===== config.mk =====
export PLATFORM = sky130hd
export DESIGN_NAME = rr_grant_fsm
export DESIGN_NICKNAME = d
export VERILOG_FILES = /design/src/rtl/rr_grant_fsm.sv
export SDC_FILE = /design/constraint.sdc
export NUM_CORES = 1
export LEC_CHECK = 0
export ABC_CLOCK_PERIOD_IN_PS = 3200
export BUFFER_PORTS_ARGS = -buffer_cell sky130_fd_sc_hd__buf_4
export CAP_MARGIN = 5
export CORE_MARGIN = 2
export CORE_UTILIZATION = 39
export DETAILED_ROUTE_END_ITERATION = 10
export GPL_TIMING_DRIVEN = 0
export PLACE_DENSITY = 0.55
export SKIP_LAST_GASP = 1
export SYNTH_ARGS = -nofsm -noshare
export SYNTH_HDL_FRONTEND = slang
export SYNTH_SLANG_ARGS = --single-unit

===== constraint.sdc =====
create_clock -name clk -period 3.2 [get_ports clk]
set_input_delay 0.64 -clock clk [delete_from_list [all_inputs] [get_ports clk]]
set_output_delay 0.64 -clock clk [all_outputs]
set_load 0.1 [all_outputs]

===== src/rtl/rr_grant_fsm.sv =====
// Round-robin arbiter: one owner of a shared resource at a time.
// Ports: clk, rst_n, req[N], done -> grant[N], busy, owner_id, timeout_err.
module rr_grant_fsm #(
  parameter int N        = 4,
  parameter int IDW      = 2,
  parameter int MAX_HOLD = 16,
  parameter int CW       = 5
) (
  input  logic           clk,
  input  logic           rst_n,
  input  logic [N-1:0]   req,
  input  logic           done,
  output logic [N-1:0]   grant,
  output logic           busy,
  output logic [IDW-1:0] owner_id,
  output logic           timeout_err
);

  typedef enum logic [1:0] {
    IDLE  = 2'b00,
    GRANT = 2'b01,
    COOL  = 2'b10
  } state_t;

  localparam logic [CW-1:0] HOLD_LAST = CW'(MAX_HOLD - 1);

  state_t         state;
  logic [CW-1:0]  hold_cnt;
  logic [IDW-1:0] ptr;

  logic [IDW-1:0] sel;
  logic           found;
  logic [IDW-1:0] ptr_nxt;
  logic           own_req;
  logic           at_limit;

  // First requester at or above ptr, wrapping modulo N.
  always_comb begin
    int j;
    j     = 0;
    sel   = '0;
    found = 1'b0;
    for (int i = 0; i < N; i++) begin
      j = int'(ptr) + i;
      if (j >= N) j = j - N;
      if (!found && req[IDW'(j)]) begin
        found = 1'b1;
        sel   = IDW'(j);
      end
    end
  end

  assign own_req  = req[owner_id];
  assign at_limit = (hold_cnt == HOLD_LAST);

  // Next search starts just past the releasing owner.
  assign ptr_nxt = (int'(owner_id) == N - 1) ?
                   '0 : owner_id + 1'b1;

  always_ff @(posedge clk or negedge rst_n) begin
    if (!rst_n) begin
      state       <= IDLE;
      grant       <= '0;
      busy        <= 1'b0;
      owner_id    <= '0;
      timeout_err <= 1'b0;
      hold_cnt    <= '0;
      ptr         <= '0;
    end else begin
      timeout_err <= 1'b0;
      unique case (state)
        IDLE: begin
          if (found) begin
            state    <= GRANT;
            grant    <= N'(1) << sel;
            busy     <= 1'b1;
            owner_id <= sel;
            hold_cnt <= '0;
          end
        end
        GRANT: begin
          if (done || !own_req || at_limit) begin
            state <= COOL;
            grant <= '0;
            busy  <= 1'b0;
            ptr   <= ptr_nxt;
            // Only a pure timeout release is flagged.
            timeout_err <= !done && own_req;
          end else if (!at_limit) begin
            hold_cnt <= hold_cnt + 1'b1;
          end
        end
        COOL: begin
          state <= IDLE;
        end
        default: begin
          state <= IDLE;
          grant <= '0;
          busy  <= 1'b0;
        end
      endcase
    end
  end

`ifndef SYNTHESIS
  a_onehot: assert property (
    @(posedge clk) disable iff (!rst_n)
    $onehot0(grant));

  a_grant_state: assert property (
    @(posedge clk) disable iff (!rst_n)
    (grant != '0) == (state == GRANT));

  a_hold_max: assert property (
    @(posedge clk) disable iff (!rst_n)
    hold_cnt <= HOLD_LAST);
`endif

endmodule


==> results of run 1 <==
## cells in the final DEF, fill, tap and decap left out, drive strengths merged, types with 3 or more instances in the layout
cell / n
dfrtp: 17
buf: 15
o21ai: 7
clkbuf: 5
o211ai: 4
nand2: 4
a32o: 4
inv: 3
mux2: 3
nand2b: 3
a21oi: 3
ha: 3
## logic make-up after synthesis
group / Yosys count / share of synthesized area
and+or+nand+nor: 20 / 0.127
adders and majority gates: 3 / 0.0429
AOI/OAI and AO/OA: 30 / 0.249
DFF: 17 / 0.486
buffers and inverters: 6 / 0.0343
muxes: 5 / 0.0614
## layout make-up
class / count / area [sq um]
buffer: 3 / 18.8
clock buffer: 3 / 22.5
clock inverter: 1 / 5.00
fill: 226 / 1130
inverter: 3 / 11.3
multi-input combinational: 58 / 420
sequential: 17 / 425
tap: 28 / 35.0
timing repair buffer: 14 / 105
## worst max-delay path by stage
| stage | slack [ns] | end | cells after the start | start |
|---|---|---|---|---|
| after floorplan | 0.86 | hold_cnt[3] | 5 | owner_id[0] |
| after global placement | 0.87 | hold_cnt[3] | 8 | hold_cnt[0] |
| after detailed placement | 0.85 | hold_cnt[3] | 8 | hold_cnt[0] |
| after CTS | 0.81 | hold_cnt[3] | 8 | hold_cnt[0] |
| after global routing | 0.67 | grant[3] | 8 | hold_cnt[0] |
| final | 0.82 | hold_cnt[3] | 8 | hold_cnt[0] |
## sequential cells by signal, summed over array words and instances, names as in the netlist
register and count:
ptr 2, state 2, hold_cnt 5, grant 4, owner_id 2, timeout_err 1
busy 1
## worst register-to-register path, stage by stage, from the launching register on
cell and delay, ns:
dfrtp_1 0.43, ha_1 0.22, and3_1 0.17, ha_1 0.20
or3b_1 0.39, a2bb2oi_1 0.16, buf_6 0.15, or4_1 0.46
a21oi_1 0.15
## per-layer routing
metal,part of all wire,track usage,vias to the layer above
met5,0,0,-
met4,0.013,0.0526,0
met3,0.031,0.0351,4
met2,0.43,0.239,13
met1,0.52,0.218,346
li1,-,-,351
## per-stage QoR
step | hold WS, ns | utilization | cell area (sq um)
final | 0.183 | 0.481 | 1040
after detailed placement | 0.468 | 0.468 | 1020
after global placement | 0.465 | 0.468 | 1020
after global routing | 0.182 | 0.481 | 1040
after floorplan | 0.344 | - | 876
after CTS | 0.190 | 0.481 | 1040
==> flow_metrics.tcl, run 1 <==
set metrics [dict create \
    ant_nets 0 \
    dp_hpwl_mm 1.30 \
    vias 714 \
    final_net_count 110 \
    synth_flop_cell "dfrtp_1" \
    finalWeightedCongestion 0.715 \
    path_delay_family "simple AND/OR/NAND/NOR gates" \
    wire_per_inst_um 14.4 \
    worstReg2RegEnd "hold_cnt[3]" \
    rows 17 \
    critPathMostFrequentCell "ha_1" \
    post_cts_resized 0 \
    drv_cap 0 \
    yosysSeqAreaShare 0.486 \
    hold_viol 0 \
    synth_edf_count 0 \
    routed_via_density 5.62 \
    area_growth_pct 19.1 \
    worst_pin_slew_ns 0.661 \
    crit_buf_inv 1 \
    grt_overflow 0 \
    synthTopCellsByArea "dfrtp_1 (49%), a32o_1 (4.6%), ha_1 (4.3%)" \
    worstPathArrival_ns 2.62 \
    max_slew_margin 0.556 \
    io_pins 15 \
    die_area_sq_um 2640 \
    fp.dieW_um 51.4 \
    critPathLaunchType "register" \
    dp_slack_ns 0.846 \
    grt_first_pass_wirelength_mm 3.04 \
    cts_buffer_depth 2 \
    cts_tree "built" \
    drt-total-wl_mm 1.84 \
    setup-tns-final_ns 0 \
    port_buffers 14 \
    coreArea_sq_um 2170 \
    r2r-start "hold_cnt[0]" \
    period_share 0.745 \
    fmax_ghz 0.419 \
    clk_latency_ns 0.30 \
    synthArstFlopShare 1.00 \
    cpPeakStageDelay_ns 0.46 \
    synth_top_cell_by_area "dfrtp_1" \
    dpl.cell_count 123 \
    required_ns 3.43 \
    status "finished clean" \
    drt_iter0_markers 19 \
    grt_pass1_vias 669 \
    clk_pin_slew_ns 0.11 \
    rsz0062_at_grt "no" \
    grt_usage 0.157 \
    antenna_found_initial 0 \
    rr_worst_depth 8 \
    cts_root_buf "clkbuf_4" \
    synthDistinctLibCells 34 \
    synth.net_count 91 \
    numCtsBuffers 3 \
    fin_ws_ns 0.815 \
    die_y_um 51.4 \
    crit_type "register to register" \
    post_cts_buffers 0 \
    holdBufCountCts 0 \
    crit_fanout 10 \
    crit_path_end_kind "register" \
    syn_area_sq_um 876 \
    ys_top_cells_by_count "dfrtp_1 (17), o21ai_0 (7), a32o_1 (4), nand2_1 (4), o211ai_1 (4)" \
    yosys_warnings 0 \
    start_util 0.404 \
    synth_top_area_frac 0.486 \
    instances_no_fill 127 \
    crit_chain "ha_1 -> and3_1 -> ha_1 -> or3b_1 -> a2bb2oi_1 -> buf_6 -> or4_1 -> a21oi_1" \
    finalSetupViolCount 0 \
    drive_above_1_share 0.242 \
    final-max-slew-violation-count 0 \
    dr.pass1.iters 4 \
    drc 0 \
    fin_crit_ns 2.38 \
    r2r_slack_ns 0.82 \
    synth_cells 81 \
    avgSynthCellArea_sq_um 10.8 \
    ys_ff_latch 17 \
    min_path_type "input port to asynchronous set/reset pin" \
    cts_sinks 17 \
    cpMaxStageDelayCell "or4_1" \
    grt_max_degree 18 \
    htreeDepth 1 \
    skew_ns 0.00366 \
    antenna_cells 0 \
    yosysMostFrequentCell "dfrtp_1" \
]
Power of run 1 is not shown: default switching activity piles up to over one toggle a cycle in this logic, so the estimate is an artifact.
==> run 2: changes to the inputs <==
--- a/config.mk
+++ b/config.mk
@@ -5,14 +5,14 @@
 export SDC_FILE = /design/constraint.sdc
 export NUM_CORES = 1
 export LEC_CHECK = 0
-export ABC_CLOCK_PERIOD_IN_PS = 3200
+export ABC_CLOCK_PERIOD_IN_PS = 2100
 export BUFFER_PORTS_ARGS = -buffer_cell sky130_fd_sc_hd__buf_4
 export CAP_MARGIN = 5
 export CORE_MARGIN = 2
 export CORE_UTILIZATION = 39
 export DETAILED_ROUTE_END_ITERATION = 10
 export GPL_TIMING_DRIVEN = 0
-export PLACE_DENSITY = 0.55
+export PLACE_DENSITY = 0.57
 export SKIP_LAST_GASP = 1
 export SYNTH_ARGS = -nofsm -noshare
 export SYNTH_HDL_FRONTEND = slang
==> constraint.sdc (replaced) <==
create_clock -name clk -period 2.1 [get_ports clk]
set_input_delay 0.42 -clock clk [delete_from_list [all_inputs] [get_ports clk]]
set_output_delay 0.42 -clock clk [all_outputs]
set_load 0.1 [all_outputs]
==> run 2 against run 1 <==
Effect of this change:
- the run now ends with setup timing left
- clock-buffer cell count is 1 higher
- fmax is 7.9% higher
- sequential share of layout area is 3.8 points lower
==> flow_metrics.tcl, run 2 (synthesis results as in run 1) <==
set metrics [dict create \
    htreeDepth 1 \
    max_slew_margin 0.498 \
    met2_length_um 911 \
    hold_viol 0 \
    final_cell_mix "buf_4 (20), dfrtp_1 (15), o211ai_1 (4), nand2_1 (4), a32o_1 (4)" \
    ir_drop_mv 0.949 \
    final_common_cell "buf_4" \
    cts_buffer_depth 2 \
    io_pins 15 \
    drt-total-wl_mm 2.01 \
    drt_iter0_markers 15 \
    ant_nets 0 \
    largest_register "hold_cnt" \
    rows 17 \
    fmax_ghz 0.452 \
    status "finished, violations left" \
    worst_pin_slew_ns 0.748 \
    drv_cap 0 \
    port_buffers 14 \
    min_path_type "input port to register" \
    largest_reg_flops 5 \
    routed_via_density 5.68 \
    crit_type "register to register" \
    violations "setup timing" \
    fin_area_sq_um 1160 \
    crit_fanout 6 \
    grt_overflow 0 \
    required_ns 2.33 \
    worstPathArrival_ns 2.44 \
    highest_layer "met4" \
    cts_root_buf "clkbuf_4" \
    cts_sinks 17 \
    start_util 0.404 \
    clk_pin_slew_ns 0.10 \
    finalSetupViolCount 3 \
    critPathLaunchType "register" \
    final_util 0.533 \
    clk_latency_ns 0.30 \
    fin_crit_ns 2.21 \
    final_net_count 118 \
    cts_tree "built" \
    vias 767 \
    drive_above_1_share 0.383 \
    p_leak_nw 0.509 \
    period_share 1.05 \
    fill_cells 202 \
    cellPowerDensity_nw_per_um2 1600 \
    fin_ws_ns -0.111 \
    die_y_um 51.4 \
    grt_first_pass_wirelength_mm 3.55 \
    skew_ns 0.000693 \
    dp_hpwl_mm 1.28 \
    reg_top3 "hold_cnt: 5 flops, grant: 4 flops" \
    grt_max_degree 18 \
    coreArea_sq_um 2170 \
    final-max-slew-violation-count 0 \
    grt_pass1_vias 799 \
    finalWeightedCongestion 0.797 \
    area_growth_pct 32.1 \
    rsz0062_at_grt "yes" \
    die_area_sq_um 2640 \
    antenna_cells 0 \
    placed_area_sq_um 1020 \
    grt_usage 0.182 \
    crit_path_end_kind "register" \
    numCtsBuffers 3 \
    dr.pass1.iters 4 \
    drc 0 \
    wl_met3_um 76 \
    antenna_found_initial 0 \
    fp.dieW_um 51.4 \
    met1Wirelength_um 977 \
    wire_per_inst_um 14.9 \
]
==> run 2: cell count changes in the layout (fill, tap and decap cells not counted), moves of 2 or more <==
cell	change
dfrtp_1	-2
dfrtp_2	+2
buf_4	+6
ha_1	-2
o21ai_2	+2
o21ai_1	+3
o21ai_0	-5
==> run 2: through the flow <==
| step | instances | hold slack, ns | setup slack, ns | total power, W | setup TNS (ns) |
|---|---|---|---|---|---|
| 2_1_floorplan | 81 | 0.124 | -0.137 | 0.00135 | -0.137 |
| 3_3_place_gp | 123 | 0.298 | -0.229 | 0.00157 | -1.24 |
| 3_5_place_dp | 123 | 0.303 | -0.250 | 0.00157 | -1.35 |
| 4_1_cts | 133 | 0.371 | -0.0838 | 0.00181 | -0.0854 |
| 5_1_grt | 135 | 0.382 | -0.189 | 0.00197 | -1.01 |
| 6_report | 135 | 0.379 | -0.111 | 0.00186 | -0.271 |
==> run 2: cell type report <==
type                       instances  area, sq um  area share
tap                               28         35.0      0.0303
clock buffer                       4         26.3      0.0227
buffer                             3         18.8      0.0162
sequential                        17          428       0.370
timing repair buffer              22          171       0.148
inverter                           3         11.3     0.00973
multi-input combinational         58          467       0.403
==> run 2: worst paths after layout <==
kind | startpoint | endpoint | slack, ns | depth (start not counted)
max | hold_cnt[0] | hold_cnt[3] | -0.11 | 8
max in group asynchronous | rst_n | owner_id[1] | 1.38 | 2
min | done | timeout_err | 0.38 | 3
min in group asynchronous | rst_n | hold_cnt[4] | 0.51 | 2
min reg2reg | busy | busy | 0.50 | 1
max reg2reg | hold_cnt[0] | hold_cnt[3] | -0.11 | 8
==> run 2: routing by layer <==
layer	vias up	GRT usage
met1	368	0.247
met4	0	0.0921
met5	-	0
met2	26	0.276
li1	368	-
met3	5	0.0351
==> run 2: what timing repair did <==
action,in CTS,in global routing
setup endpoints to repair,11,13
gates resized for setup,7,10
gates cloned,0,0
pin swaps,5,5
hold buffers,1,0
buffers inserted,5,2
endpoints found under the hold margin,17,0
==> run 2: where the power goes <==
| part | leakage (nW) | internal (W) | switching (W) | total (W) |
|---|---|---|---|---|
| Clock | 0.0150 | 0.0000740 | 0.000111 | 0.000185 |
| Combinational | 0.275 | 0.000357 | 0.000753 | 0.00111 |
| Sequential | 0.218 | 0.000441 | 0.000121 | 0.000562 |
| Total | 0.509 | 0.000873 | 0.000984 | 0.00186 |
==> run 2: critical path, cell delays in order, from the launching register on <==
cell	delay, ns
dfrtp_1	0.40
ha_2	0.19
and3_4	0.17
ha_4	0.15
or3b_4	0.39
a2bb2oi_2	0.14
buf_6	0.13
or4_4	0.42
a21oi_2	0.15
Power figures use the tool's default switching activity.
